[config.mk]
export PLATFORM = sky130hd
export DESIGN_NAME = uart_tx_serializer
export DESIGN_NICKNAME = d
export VERILOG_FILES = /design/src/rtl/uart_pkg.sv /design/src/rtl/uart_bit_timer.sv /design/src/rtl/uart_tx_serializer.sv
export SDC_FILE = /design/constraint.sdc
export NUM_CORES = 1
export LEC_CHECK = 0
export BUFFER_PORTS_ARGS = -buffer_cell sky130_fd_sc_hd__buf_2
export CORE_MARGIN = 4
export CORE_UTILIZATION = 31
export DETAILED_ROUTE_END_ITERATION = 6
export GPL_TIMING_DRIVEN = 0
export PLACE_DENSITY_LB_ADDON = 0.2
export SETUP_SLACK_MARGIN = 0.02
export SLEW_MARGIN = 15
export SYNTH_ARGS = -nofsm -noshare
export SYNTH_HDL_FRONTEND = slang
export SYNTH_SLANG_ARGS = --single-unit
[constraint.sdc]
create_clock -name Clk -period 6.2 [get_ports Clk]
set_clock_uncertainty 0.1 [all_clocks]
set_input_delay 0.31 -clock Clk [delete_from_list [all_inputs] [get_ports Clk]]
set_output_delay 0.31 -clock Clk [all_outputs]
set_load 0.02 [all_outputs]
[src/rtl/uart_pkg.sv]
// uart_pkg: shared FSM state type, frame geometry and line levels for the UART transmitter.
package uart_pkg;
   typedef enum logic [2:0] {IDLE, START, DATA, PARITY, STOP} txState_e;
   localparam int   UART_DATA_BITS            = 8;
   localparam int   UART_DEFAULT_CLKS_PER_BIT = 868;
   localparam logic LINE_IDLE                 = 1'b1;
   localparam logic LINE_START                = 1'b0;
   localparam logic LINE_STOP                 = 1'b1;
endpackage

[src/rtl/uart_bit_timer.sv]
// uart_bit_timer: baud counter that pulses BitDone on the last clock of each serial bit.
module uart_bit_timer
   import uart_pkg::*;
#(
   parameter int CLKS_PER_BIT = UART_DEFAULT_CLKS_PER_BIT
) (
   input  logic Clk,
   input  logic Reset,
   input  logic Run,
   input  logic Restart,
   output logic BitDone
);
   localparam int CNT_W = $clog2(CLKS_PER_BIT);
   logic [CNT_W-1:0] baudCnt;
   assign BitDone = Run && (baudCnt == CNT_W'(CLKS_PER_BIT - 1));
   always_ff @(posedge Clk) begin
      if (Reset || Restart || !Run || BitDone) baudCnt <= '0;
      else baudCnt <= baudCnt + 1'b1;
   end
endmodule

[src/rtl/uart_tx_serializer.sv]
// uart_tx_serializer: byte-wide UART transmitter with request/load handshake.
// Define UART_TX_PARITY_EN to append an even-parity bit after the data bits.
module uart_tx_serializer
   import uart_pkg::*;
#(
   parameter int CLKS_PER_BIT = UART_DEFAULT_CLKS_PER_BIT,
   parameter int STOP_BITS    = 1
) (
   input  logic                      Clk,
   input  logic                      Reset,
   input  logic [UART_DATA_BITS-1:0] TxData,
   input  logic                      RequestToSend,
   output logic                      DataLoaded,
   output logic                      TxBusy,
   output logic                      TxSerial
);
   localparam logic LAST_STOP = (STOP_BITS == 2);
   txState_e                  state, stateNext;
   logic [UART_DATA_BITS-1:0] shiftReg, shiftNext;
   logic [2:0]                dataCnt, dataCntNext;
   logic                      stopCnt, stopCntNext;
   logic                      bitDone, captureOk, load, lineNext, parityLine;

   uart_bit_timer #(.CLKS_PER_BIT(CLKS_PER_BIT)) bitTimer (
      .Clk     (Clk),
      .Reset   (Reset),
      .Run     (state != IDLE),
      .Restart (load),
      .BitDone (bitDone)
   );

`ifdef UART_TX_PARITY_EN
   logic parityBit, parityNext;
   assign parityNext = load ? ^TxData : parityBit;
   assign parityLine = parityNext;
   always_ff @(posedge Clk) begin
      if (Reset) parityBit <= 1'b0;
      else parityBit <= parityNext;
   end
`else
   assign parityLine = LINE_STOP;
`endif

   always_comb begin
      stateNext   = state;
      shiftNext   = shiftReg;
      dataCntNext = dataCnt;
      stopCntNext = stopCnt;
      captureOk   = 1'b0;
      case (state)
         IDLE: captureOk = 1'b1;
         START: if (bitDone) begin
            stateNext   = DATA;
            dataCntNext = 3'd0;
         end
         DATA: if (bitDone) begin
            shiftNext   = shiftReg >> 1;
            dataCntNext = dataCnt + 3'd1;
            if (dataCnt == 3'd7) begin
`ifdef UART_TX_PARITY_EN
               stateNext = PARITY;
`else
               stateNext = STOP;
`endif
               stopCntNext = 1'b0;
            end
         end
         PARITY: if (bitDone) begin
            stateNext   = STOP;
            stopCntNext = 1'b0;
         end
         STOP: if (bitDone) begin
            if (stopCnt == LAST_STOP) begin
               stateNext = IDLE;
               captureOk = 1'b1;
            end else stopCntNext = 1'b1;
         end
         default: stateNext = IDLE;
      endcase
      // A capture in the final stop cycle chains straight into the next start bit
      load = captureOk && RequestToSend && !Reset;
      if (load) begin
         stateNext = START;
         shiftNext = TxData;
      end
      lineNext = (stateNext == START)  ? LINE_START :
                 (stateNext == DATA)   ? shiftNext[0] :
                 (stateNext == PARITY) ? parityLine :
                 (stateNext == IDLE)   ? LINE_IDLE : LINE_STOP;
   end

   always_ff @(posedge Clk) begin
      if (Reset) begin
         state    <= IDLE;
         shiftReg <= '0;
         dataCnt  <= '0;
         stopCnt  <= 1'b0;
         TxSerial <= LINE_IDLE;
      end else begin
         state    <= stateNext;
         shiftReg <= shiftNext;
         dataCnt  <= dataCntNext;
         stopCnt  <= stopCntNext;
         TxSerial <= lineNext;
      end
   end

   assign DataLoaded = load;
   assign TxBusy     = (state != IDLE);
endmodule

# == Word level (Yosys, flattened, before mapping) ==
# Cells that the tools add are included.
# W data, S select, Z words.
# word_totals
wordCells,64
output_inout_bits,3
inputBits,11
regBits,26
# op_classes
eq_ne,13
n_addsub,2
muxes,25
reduce_logical,17
# op_table
cell,n
$mux W3,9
$mux W8,3
$pmux W3 S5,1
$add A10 B1 Y10 const B,1
$eq A10 B10 Y1 const B,1
$eq A3 B2 Y1 const B,3
$mux W1,9
$ne A2 B1 Y1 const B,4
$eq A3 B1 Y1 const B,2
$eq A3 B3 Y1 const B,2
$pmux W3 S2,1
$reduce_bool A2 Y1,3
$reduce_bool A3 Y1,2
$reduce_and A5 Y1,1
$add A3 B1 Y3 const B,1
$logic_and A1 B1 Y1,3
$logic_not A3 Y1,1
$logic_or A1 B1 Y1,3
$pmux W1 S3,1
$reduce_and A3 Y1,1
$logic_not A1 Y1,2
$ne A2 B2 Y1 const B,1
$pmux W1 S2,1
$reduce_and A2 Y1,1

# == Logic depth before layout (Yosys ltp) ==
# Gate-level depths: netlist (run 1).
# logic_depth
word_depth,10
ltp_mapped,7
mapped_depth_nobuf,7

# == Modules after synthesis ==
# A second synthesis (run 1) with hierarchy kept.
# hier_totals
cells_unflattened,132
hier_area_um2,1232.4
# modules_own_cells
module,seq_area_each_um2,n_inst,area_each_um2,cells_per_inst
uart_tx_serializer,300.3,1,780.7,83
uart_bit_timer,200.2,1,451.7,49

# == Worst setup path after synthesis (run 1) ==
# OpenSTA, ideal clock, no wires.
# synth_path
path_kind,reg-to-reg
start,register bitTimer.baudCnt[0]
end,register TxSerial
t_arrival_ns,1.868
setup_slack_ns,4.160
required_time_ns,6.028
period_less_slack_ns,2.040
setup_time_ns,0.072
n_path_buf,1
path_stages_with_launch,8
path_cell_list,dfxtp_1 -> ha_1 -> nand4b_1 -> or3_1 -> buf_2 -> or3b_1 -> a21oi_2 -> mux2i_1
# synth_between
elab_chain_len,10
word_cells_on_any_way,19
classes_between,3 x eq/ne; 13 x mux; 3 x reduce/logical
# synth_lines
element,line_no,text
start: declaration,uart_bit_timer.sv:14,logic [CNT_W-1:0] baudCnt;
start signal: assignment,uart_bit_timer.sv:18,else baudCnt <= baudCnt + 1'b1;
$eq A10 B10 Y1 (*),uart_bit_timer.sv:15,assign BitDone = Run && (baudCnt == CNT_W'(CLKS_PER_BIT - 1));
$logic_and A1 B1 Y1 (*),uart_bit_timer.sv:15,
$mux W1,uart_tx_serializer.sv:72,STOP: if (bitDone) begin
$pmux W1 S2,uart_tx_serializer.sv:50,case (state)
$logic_and A1 B1 Y1 (2 in a row),uart_tx_serializer.sv:81,load = captureOk && RequestToSend && !Reset;
$mux W3,uart_tx_serializer.sv:82,if (load) begin
$eq A3 B2 Y1,uart_tx_serializer.sv:87,(stateNext == DATA) ? shiftNext[0] :
$mux W1,uart_tx_serializer.sv:87,
$mux W1 (*),uart_tx_serializer.sv:86,lineNext = (stateNext == START) ? LINE_START :
end signal: assignment,uart_tx_serializer.sv:104,TxSerial <= lineNext;
end: declaration,uart_tx_serializer.sv:15,output logic TxSerial
# Every way passes the cells marked *; elsewhere a longest branch is shown, timed or not. The select of a mux whose other input is x is not followed.
# A chain may end at the register's enable or synchronous reset.

# == Final worst setup path (run 1) ==
# layout_path
start,register bitTimer.baudCnt[0]
end,output DataLoaded
# layout_between
elab_chain_len,6
# layout_lines
element,line_no,text
$eq A10 B10 Y1,uart_bit_timer.sv:15,
$logic_and A1 B1 Y1,uart_bit_timer.sv:15,
$mux W1,uart_tx_serializer.sv:72,
$pmux W1 S2,uart_tx_serializer.sv:50,
$logic_and A1 B1 Y1 (2 in a row),uart_tx_serializer.sv:81,
end: declaration,uart_tx_serializer.sv:13,"output logic DataLoaded,"
# No other way between the ends.

==> metrics.csv, run 1 <==
stage,metric,value,unit
clocking,clock_latency,0.31,ns
global_route,grt_overflow,0,
worst_setup_path,crit_cells,6,
route,routed_wl,2.08,mm
cells_and_area,drive_gt1_share,16.4,%
clocking,clkTransAtPathRegs,0.13,ns
sta,fin_crit_sh,42.9,%
place,dp_hpwl,1.55,mm
yosys,synth.avg_cell_area,9.00,µm²
yosys,yosysWarnings,0,
worst_setup_path,crit_required,5.79,ns
worst_setup_path,crit_chain,"ha_1, nand4b_1, o31ai_1, nand2_1, inv_2, buf_2",
cells_and_area,final_area,1260,µm²
route,via_per_inst,4.62,
place,placed_area,1230,µm²
worst_setup_path,start_kind,register,
worst_setup_path,critical_path_arrival,2.25,ns
clocking,cts_resized,0,
worst_setup_path,cp-end-kind,primary output,
worst_setup_path,reg2reg_to,TxSerial$_SDFF_PP1_,
die,rows,21,
cells_and_area,insertedDiodeCount,0,
worst_setup_path,crit_fanout,5,
sta,setup_viol,0,
place,gp_congestion,0.826,
worst_setup_path,r2r_cells,7,
worst_setup_path,cp_slowest_stage_delay,0.57,ns
yosys,ys_seq_elements,25,
cells_and_area,seq_area,500,µm²
sta,finalHoldViolCount,0,
yosys,synth-main-ff-cell,dfxtp_1,
route,drc,0,
global_route,antenna_found_initial,0,
route,wl_per_cell,11.2,µm
clocking,cts.path.max_buffers,2,
die,core-area,3420,µm²
route,route.vias.total,860,
yosys,yosysMostFrequentCell,dfxtp_1,
clocking,cts_made_buffers,3,
yosys,synth.top_cell.area_share,44.8,%
clocking,cts.sinks,25,
power,leakagePower,0.443,nW
yosys,yosys-top-cells-count,"dfxtp_1 (25), nor2_1 (24), nand2_1 (7)",
route,initialDrtViolationCount,14,
route,ant_nets,0,
worst_setup_path,slowest_stage,o31ai_1,
yosys,synth_cells,124,
global_route,grt_util_all_layers,10.5,%
clocking,postCtsHoldBufs,0,
die,die_h,68,µm
route,drt_pass1_iterations,3,
cells_and_area,fill_cells,376,
cells_and_area,multi_input_area,582,µm²
die,initial_core_util,32.7,%
yosys,synthTopCellsByArea,"dfxtp_1 (45%), nor2_1 (8.1%), xnor2_1 (4.7%), mux2i_1 (4.5%), a22oi_1 (3.4%)",
min_path,hp-class,primary input to register,
yosys,syn-cell-area,1120,µm²
flow_run,maxCapViolations,0,
sta,slew_headroom,58.2,%
die,die_w,68,µm
place,io_buffers,12,
sta,finalWorstPathRequiredPeriod,2.66,ns
clocking,cts_tree,built,
sta,setup_tns,0,ns
worst_setup_path,critical_path.endpoint,DataLoaded,
clocking,htreeDepth,1,
yosys,syn_nets,138,
global_route,grt_max_degree,14,
yosys,yosysSeqAreaShare,44.8,%
yosys,yosys.area.top_type,dfxtp_1,
clocking,cts_root_buffer,clkbuf_4,
sta,fmax,0.376,GHz
yosys,synth-edff-count,0,
worst_setup_path,crit_family,compound AO/OA/AOI/OAI gates,
worst_setup_path,reg2reg_slack,4.01,ns
sta,worst_slew_pin_slew,0.619,ns
worst_setup_path,cp-startpoint,bitTimer.baudCnt[0]$_SDFF_PP0_,
global_route,grt_pass1_wl,3.62,mm
power,ir_drop,0.0000632,V
cells_and_area,syn_to_final_growth,12.9,%
yosys,ys_types,32,
yosys,ys_async_sr_fraction,0,%
worst_setup_path,setup.worst_path.class,register to primary output,
die,ioPinCount,14,
cells_and_area,finalNetCount,155,
die,dieArea,4620,µm²
worst_setup_path,crit_buf_inv,2,
sta,rsz0062_at_grt,false,
run_status,status,finished clean,
clocking,postCtsSetupRepairBufs,0,
worst_setup_path,reg2reg_from,bitTimer.baudCnt[0]$_SDFF_PP0_,
sta,slew_violations,0,
power,powerDensity,208,nW/µm²
global_route,grt_pass1_vias,826,
[worst min-delay path by stage]
stage                                        start                              to  slack [ns]  cells after the start
floorplan           bitTimer.baudCnt[0]$_SDFF_PP0_  bitTimer.baudCnt[0]$_SDFF_PP0_        0.33                      1
global placement          shiftReg[6]$_SDFFE_PP0P_        shiftReg[6]$_SDFFE_PP0P_        0.35                      2
detailed placement        shiftReg[4]$_SDFFE_PP0P_        shiftReg[4]$_SDFFE_PP0P_        0.35                      2
CTS                                      TxData[7]        shiftReg[7]$_SDFFE_PP0P_        0.15                      3
global route                             TxData[7]        shiftReg[7]$_SDFFE_PP0P_        0.13                      3
finish                                   TxData[7]        shiftReg[7]$_SDFFE_PP0P_        0.16                      3
[layout make-up]
class / count / share of cell area, %
buffer: 6 / 2.09
clock buffer: 4 / 2.09
inverter: 2 / 0.596
multi-input combinational: 91 / 46.2
sequential: 25 / 39.7
tap: 46 / 4.57
timing repair buffer: 12 / 4.77
[where the power goes]
part	internal, mW	switching [mW]	total (mW)
logic	0.00944	0.0135	0.0229
registers	0.165	0.00211	0.167
clock network	0.0251	0.0461	0.0712
[placed cells by master, fill, tap and decap left out, drive strengths merged, types with 3 or more instances in the layout]
master   n
a211oi   4
buf     16
or3      4
dfxtp   25
clkbuf   6
xor2     3
a21oi    7
nor2    24
xnor2    6
nor3     3
ha       3
a22oi    5
nand3    5
nand2    7
mux2i    5
[kinds of logic (layout without fill, tap and decap cells)]
| logic type | count (synthesis) | after routing | share of synthesized area (%) |
|---|---|---|---|
| adders and majority gates | 3 | 3 | 3.36 |
| buffers and inverters | 8 | 24 | 3.03 |
| AOI/OAI and AO/OA | 18 | 18 | 10.7 |
| xor gates and xnor gates | 9 | 9 | 7.06 |
| and+or+nand+nor | 55 | 55 | 25.6 |
| DFF | 25 | 25 | 44.8 |
| muxes | 6 | 6 | 5.49 |
[worst register-to-register path: stages (launching register included)]
cell	delay (ns)
dfxtp_1	0.40
ha_1	0.23
nand4b_1	0.18
or3_1	0.37
buf_2	0.16
or3b_1	0.36
a21oi_2	0.16
mux2i_1	0.19
[flip-flops by register name, indices dropped and copies added (netlist names)]
name and cells:
dataCnt 3, bitTimer.baudCnt 10, shiftReg 8, state 3, TxSerial 1
[routing by layer]
metal | up-vias | part of all wire, % | track usage (%)
met1 | 386 | 52 | 13.3
met3 | 2 | 3.5 | 2.63
met2 | 8 | 43 | 16.0
met5 | - | 0 | 0
li1 | 464 | - | -
met4 | 0 | 1.0 | 5.96
[metrics by stage]
| step | hold slack, ns | instances | total power, mW | utilization, % | setup WS (ns) |
|---|---|---|---|---|---|
| detailed placement | 0.351 | 182 | 0.194 | 36.1 | 3.90 |
| global placement | 0.345 | 182 | 0.194 | 36.1 | 3.92 |
| floorplan | 0.330 | 124 | 0.186 | - | 4.16 |
| global route | 0.133 | 186 | 0.281 | 36.9 | 3.35 |
| finish | 0.156 | 186 | 0.262 | 36.9 | 3.54 |
| CTS | 0.147 | 186 | 0.266 | 36.9 | 3.53 |
Note: power is estimated with default switching activity, not from simulation.
==> run 2: changes to the inputs <==
- clock period: 6.2 -> 2.65 ns (I/O delays scaled with it)
==> run 2 against run 1 <==
Design area increased by 6.8%; count of clock-buffer cells in the layout unchanged; total power increased by 140%; sequential share of layout area decreased by 2.5 points; critical path depth unchanged; sequential power increased by 130%; non-clock buffer count increased by 8; hold slack got worse by 0.14 ns; utilization increased by 2.5 points; critical path type unchanged; critical endpoint unchanged; largest power group unchanged; highest routed layer unchanged.
==> metrics.csv, run 2 (synthesis gave the netlist of run 1 again) <==
stage,metric,value,unit,change
run_status,status,finished clean,,
route,drt_pass1_iterations,3,,unchanged
sta,finalWorstPathRequiredPeriod,2.32,ns,
clocking,cts_made_buffers,3,,unchanged
clocking,clock_latency,0.31,ns,about the same
global_route,grt_max_degree,14,,unchanged
place,io_buffers,12,,unchanged
cells_and_area,finalNetCount,163,,+5.2%
cells_and_area,drive_gt1_share,16.2,%,-0.21 points
place,gp_congestion,0.826,,unchanged
die,core-area,3420,µm²,unchanged
route,ant_nets,0,,unchanged
die,die_h,68,µm,unchanged
global_route,grt_overflow,0,,unchanged
route,wl_per_cell,11.3,µm,+0.52%
worst_setup_path,crit_fanout,5,,unchanged
sta,slew_headroom,58.9,%,+0.71 points
power,leakagePower,0.475,nW,+7.3%
global_route,grt_util_all_layers,10.9,%,+0.38 points
sta,fin_crit_sh,87.7,%,
route,routed_wl,2.19,mm,+4.8%
power,powerDensity,461,nW/µm²,+120%
route,via_per_inst,4.62,,about the same
cells_and_area,final_cell_mix,"dfxtp_1 (25), nor2_1 (24), buf_2 (15)",,
sta,worst_slew_pin_slew,0.608,ns,-0.0105 ns
route,initialDrtViolationCount,17,,+3
cells_and_area,reg_top3,"bitTimer.baudCnt x10, shiftReg x8",,
sta,rsz0062_at_grt,false,,
die,die_w,68,µm,unchanged
min_path,hp-class,primary input to register,,
cells_and_area,syn_to_final_growth,20.5,%,
worst_setup_path,critical_path_arrival,2.09,ns,-0.16 ns
global_route,grt_pass1_wl,3.77,mm,+4.2%
clocking,cts.path.max_buffers,2,,unchanged
place,dp_hpwl,1.55,mm,unchanged
global_route,antenna_found_initial,0,,unchanged
worst_setup_path,cp-end-kind,primary output,,
cells_and_area,seq_area,500,µm²,unchanged
route,route.vias.total,897,,+4.3%
worst_setup_path,crit_required,2.42,ns,-3.37 ns
die,dieArea,4620,µm²,unchanged
die,ioPinCount,14,,unchanged
clocking,clkTransAtPathRegs,0.13,ns,about the same
cells_and_area,final_common_cell,dfxtp_1,,
clocking,cts_tree,built,,
worst_setup_path,start_kind,register,,
cells_and_area,insertedDiodeCount,0,,unchanged
cells_and_area,fill_cells,368,,-2.1%
power,ir_drop,0.000163,V,+160%
global_route,grt_pass1_vias,876,,+6.1%
die,initial_core_util,32.7,%,unchanged
route,drc,0,,unchanged
worst_setup_path,setup.worst_path.class,register to primary output,,
cells_and_area,top_register,bitTimer.baudCnt,,
clocking,cts.sinks,25,,unchanged
clocking,htreeDepth,1,,unchanged
cells_and_area,multi_input_area,587,µm²,+0.86%
sta,fmax,0.430,GHz,
sta,worst_hold_slack,0.0177,ns,-0.139 ns
sta,slew_violations,0,,unchanged
sta,finalHoldViolCount,0,,unchanged
flow_run,maxCapViolations,0,,unchanged
sta,setup_tns,0,ns,unchanged
clocking,cts_root_buffer,clkbuf_4,,
die,rows,21,,unchanged
clocking,postCtsSetupRepairBufs,0,,unchanged
sta,setup_viol,0,,unchanged
cells_and_area,largest_register_ffs,10,,unchanged
run 2: metal layers:
metal | global-route usage [%] | vias to the layer above | wire length, µm
li1 | - | 477 | -
met4 | 5.96 | 0 | 21
met2 | 17.0 | 8 | 987
met5 | 0 | - | 0
met3 | 2.63 | 2 | 68
met1 | 13.6 | 410 | 1110
run 2: repair_timing:
action                                  in CTS  in global routing
hold endpoints to repair                     6                  1
hold buffers                                 7                  1
endpoints found under the setup margin       0                  1
gates resized for setup                      0                  1
run 2: cell type report:
cell class	instances	share of cell area, %
buffer	6	1.95
clock buffer	4	1.95
inverter	2	0.558
multi-input combinational	91	43.6
sequential	25	37.2
tap	46	4.28
timing repair buffer	20	10.4
run 2: path summary, 6_finish.rpt:
kind	startpoint	end	slack, ns	depth (start not counted)
worst max-delay path	bitTimer.baudCnt[0]$_SDFF_PP0_	DataLoaded	0.33	6
worst min-delay path	TxData[4]	shiftReg[4]$_SDFFE_PP0P_	0.02	3
worst max register to register	bitTimer.baudCnt[0]$_SDFF_PP0_	shiftReg[7]$_SDFFE_PP0P_	0.41	6
worst min register to register	shiftReg[4]$_SDFFE_PP0P_	shiftReg[4]$_SDFFE_PP0P_	0.37	2
run 2: power breakdown:
group | total (mW) | switching [mW] | internal (mW) | leakage (nW)
Clock | 0.165 | 0.106 | 0.0587 | 0.0150
Combinational | 0.0634 | 0.0334 | 0.0300 | 0.257
Sequential | 0.392 | 0.00491 | 0.387 | 0.203
Total | 0.620 | 0.144 | 0.476 | 0.475
run 2: metrics by stage:
step,setup slack [ns],power [mW],std cells,area (µm²),util (%)
after floorplan,0.610,0.436,124,1120,-
after global placement,0.489,0.453,182,1230,36.1
after detailed placement,0.474,0.454,182,1230,36.1
after CTS,0.162,0.630,193,1330,38.9
after global routing,0.158,0.667,194,1350,39.4
final,0.327,0.620,194,1350,39.4
run 2: worst max-delay path, stage by stage (launching register included):
cell      delay, ns
dfxtp_1        0.40
ha_1           0.22
nand4b_1       0.19
o31ai_2        0.44
nand2_1        0.20
inv_2          0.15
buf_2          0.18
==> run 3: changes to the inputs <==
--- a/config.mk
+++ b/config.mk
@@ -7,2 +7,3 @@
 export LEC_CHECK = 0
+export ABC_AREA = 1
 export BUFFER_PORTS_ARGS = -buffer_cell sky130_fd_sc_hd__buf_2
--- a/constraint.sdc
+++ b/constraint.sdc
@@ -4,2 +4,2 @@
 set_output_delay 0.1325 -clock Clk [all_outputs]
-set_load 0.02 [all_outputs]
+set_load 0.05 [all_outputs]
==> run 3 against run 2 <==
Maximum frequency is 17% higher; die area is 12% higher; synthesized cell count is 40% higher; sequential share of layout area decreased by 2.4 points; total power up 11%; sequential power hardly changed; worst setup slack better by 0.33 ns; design area is 6.8% higher.
==> metrics.csv, run 3 <==
stage,metric,value,unit,change
route,initialDrtViolationCount,48,,+31
worst_setup_path,crit_fanout,6,,+1
worst_setup_path,reg2reg_slack,0.83,ns,+0.42 ns
sta,rsz0062_at_grt,false,,
cells_and_area,multi_input_area,668,µm²,+14%
cells_and_area,drive_gt1_share,14.1,%,-2.1 points
worst_setup_path,reg2reg_to,shiftReg[5]$_SDFFE_PP0P_,,
cells_and_area,top_register,bitTimer.baudCnt,,
clocking,cts_tree,built,,
route,route.vias.total,1116,,+24%
clocking,clkTransAtPathRegs,0.09,ns,-0.04 ns
die,dieArea,5170,µm²,+12%
sta,fin_crit_sh,75.1,%,-13 points
min_path,hold-path-cell-count,3,,unchanged
yosys,syn-cell-area,1270,µm²,+13%
min_path,hp-class,primary input to register,,
clocking,cts_made_buffers,3,,unchanged
global_route,grt_util_all_layers,10.9,%,+0.046 points
route,via_per_inst,4.67,,+0.99%
power,p_total,690,µW,+11%
worst_setup_path,r2r_cells,8,,+2
yosys,synth-edff-count,0,,unchanged
cells_and_area,insertedDiodeCount,0,,unchanged
route,met3WireLength,118,µm,+74%
route,drt_pass1_iterations,4,,+1
cells_and_area,syn_to_final_growth,13.4,%,
sta,fmax,0.502,GHz,+17%
power,powerDensity,480,nW/µm²,+4.3%
sta,finalWorstPathRequiredPeriod,1.99,ns,-0.332 ns
yosys,yosysSeqAreaShare,39.5,%,-5.3 points
power,swShare,24.5,%,+1.2 points
clocking,htreeDepth,1,,unchanged
worst_setup_path,cp-end-kind,primary output,,
min_path,min_from,TxData[7],,
cells_and_area,utilization,37.8,%,-1.6 points
die,die_h,71.9,µm,+5.7%
worst_setup_path,start_kind,register,,
place,io_buffers,13,,+1
yosys,synth.avg_cell_area,7.28,µm²,-19%
yosys,yosysMostFrequentCell,nand2_1,,
clocking,cts_resized,0,,unchanged
sta,finalHoldViolCount,0,,unchanged
yosys,synth-main-ff-cell,dfxtp_1,,
route,routed_wl,2.52,mm,+15%
die,core-area,3800,µm²,+11%
worst_setup_path,reg2reg_from,bitTimer.baudCnt[0]$_SDFF_PP0_,,
power,power_frac_comb,10.8,%,+0.6 points
clocking,cts.sinks,25,,unchanged
clocking,cts.path.max_buffers,2,,unchanged
die,rows,22,,+4.8%
global_route,antenna_found_initial,0,,unchanged
sta,setup_tns,0,ns,unchanged
cells_and_area,fin_cells,239,,+23%
cells_and_area,final_cell_mix,"nand2_1 (38), dfxtp_1 (25), nor2_1 (23)",,
yosys,syn_nets,188,,+36%
yosys,ys_seq_elements,25,,unchanged
route,wl_met2,1.12,mm,+13%
yosys,synth_cells,174,,+40%
clocking,clock_latency,0.27,ns,-0.04 ns
power,leakagePower,0.602,nW,+27%
cells_and_area,largest_register_ffs,10,,unchanged
route,wl_per_cell,10.5,µm,-6.5%
cells_and_area,final_common_cell,nand2_1,,
sta,slew_violations,0,,unchanged
yosys,yosys-top-cells-count,"nand2_1 (38), dfxtp_1 (25), nor2_1 (23)",,
sta,worst_hold_slack,0.0178,ns,+0.000144 ns
yosys,yosys.area.top_type,dfxtp_1,,
run_status,status,finished clean,,
yosys,synthTopCellsByArea,"dfxtp_1 (40%), nand2_1 (11%), nor2_1 (6.8%), inv_1 (6.2%), a21oi_1 (5.9%)",,
sta,setup_viol,0,,unchanged
route,maxUsedRoutingLayer,met4,,
sta,slew_headroom,65.1,%,+6.2 points
place,dp_hpwl,1.93,mm,+24%
yosys,synth.top_cell.area_share,39.5,%,-5.3 points
power,p_switching,169,µW,+17%
yosys,yosysWarnings,0,,unchanged
yosys,ys_async_sr_fraction,0,%,unchanged
power,ir_drop,0.000320,V,+96%
global_route,grt_overflow,0,,unchanged
place,gp_congestion,0.786,,-4.9%
die,die_w,71.9,µm,+5.7%
worst_setup_path,setup.worst_path.class,register to primary output,,
power,power.internal,521,µW,+9.6%
cells_and_area,fill_cells,430,,+17%
cells_and_area,seq_area,500,µm²,unchanged
cells_and_area,finalNetCount,206,,+26%
clocking,postCtsHoldBufs,0,,-7
worst_setup_path,critical_path_arrival,1.76,ns,-0.33 ns
min_path,whs_endpoint,shiftReg[7]$_SDFFE_PP0P_,,
global_route,grt_pass1_vias,1059,,+21%
global_route,grt_pass1_wl,4.56,mm,+21%
power,p_seq_share,56.9,%,-6.3 points
die,initial_core_util,33.3,%,+0.66 points
yosys,ys_types,25,,-22%
flow_run,maxCapViolations,0,,unchanged
cells_and_area,reg_top3,"bitTimer.baudCnt x10, shiftReg x8",,
die,ioPinCount,14,,unchanged
clocking,postCtsSetupRepairBufs,0,,unchanged
worst_setup_path,crit_required,2.42,ns,about the same
power,clkPwrFrac,32.2,%,+5.6 points
clocking,cts_root_buffer,clkbuf_8,,
route,drc,0,,unchanged
place,placed_cells,235,,+29%
route,drt-met1-wl,1.25,mm,+13%
sta,worst_slew_pin_slew,0.524,ns,-0.0849 ns
route,ant_nets,0,,unchanged
global_route,grt_max_degree,14,,unchanged
==> run 3: cell count changes in the layout (fill, tap and decap cells not counted), sizes merged, moves of 6 or more <==
cell / before / now
a21oi: 7 / 15
dlygate4sd3: 8 / 0
inv: 2 / 21
nand2: 7 / 40
nand3: 5 / 18
o21ai: 1 / 7
==> run 3: worst max-delay path: stages (launching register included) <==
cell and delay [ns]:
dfxtp_1 0.36, ha_1 0.21, nand2_1 0.12, nor2_4 0.13, nand3_4 0.11, nand2_4 0.12
nand3_4 0.09, inv_1 0.09, buf_2 0.26
==> run 3: how the worst max path moves through the flow <==
stage                     slack (ns)  depth (start not counted)                            from                        to
after floorplan                 0.90                          9  bitTimer.baudCnt[0]$_SDFF_PP0_  shiftReg[7]$_SDFFE_PP0P_
after global placement          0.83                          8  bitTimer.baudCnt[0]$_SDFF_PP0_  shiftReg[6]$_SDFFE_PP0P_
after detailed placement        0.82                          8  bitTimer.baudCnt[0]$_SDFF_PP0_  shiftReg[5]$_SDFFE_PP0P_
final                           0.66                          8  bitTimer.baudCnt[0]$_SDFF_PP0_                DataLoaded
after CTS                       0.62                          8  bitTimer.baudCnt[0]$_SDFF_PP0_                DataLoaded
after global routing            0.48                          8  bitTimer.baudCnt[0]$_SDFF_PP0_                DataLoaded
==> run 3: stage by stage <==
stage	cell area, µm²	setup WS [ns]
global route	1440	0.481
detailed placement	1390	0.821
floorplan	1270	0.897
finish	1440	0.659
global placement	1390	0.834
CTS	1440	0.622
==> run 3: kinds of logic (layout without fill, tap and decap cells) <==
group | count (synthesis) | count (layout) | synth area share [%]
flops | 25 | 25 | 39.5
compound gates | 23 | 23 | 9.29
simple gates | 95 | 95 | 37.7
buf+inv | 24 | 41 | 7.71
xor+xnor | 4 | 4 | 2.77
fa+ha+maj | 3 | 3 | 2.96
==> run 3: layer usage <==
layer,GRT usage [%],up-vias
met5,0,-
met1,14.6,497
met4,2.51,0
li1,-,597
met3,3.60,4
met2,16.9,18
==> run 3: final cells by class <==
type,instances,area share [%]
Buffer,3,1.31
Clock buffer,4,3.14
Inverter,21,5.49
Multi-Input combinational cell,125,46.5
Sequential cell,25,34.8
Tap cell,48,4.18
Timing Repair Buffer,13,4.53
==> run 3: power by group through the flow <==
| stage | sequential, mW | clock (mW) | combinational [mW] |
|---|---|---|---|
| after floorplan | 0.405 | 0 | 0.0510 |
| after CTS | 0.393 | 0.234 | 0.0755 |
| after global placement | 0.402 | 0 | 0.0741 |
| final | 0.393 | 0.222 | 0.0748 |
| after global routing | 0.395 | 0.251 | 0.0859 |
| after detailed placement | 0.402 | 0 | 0.0755 |
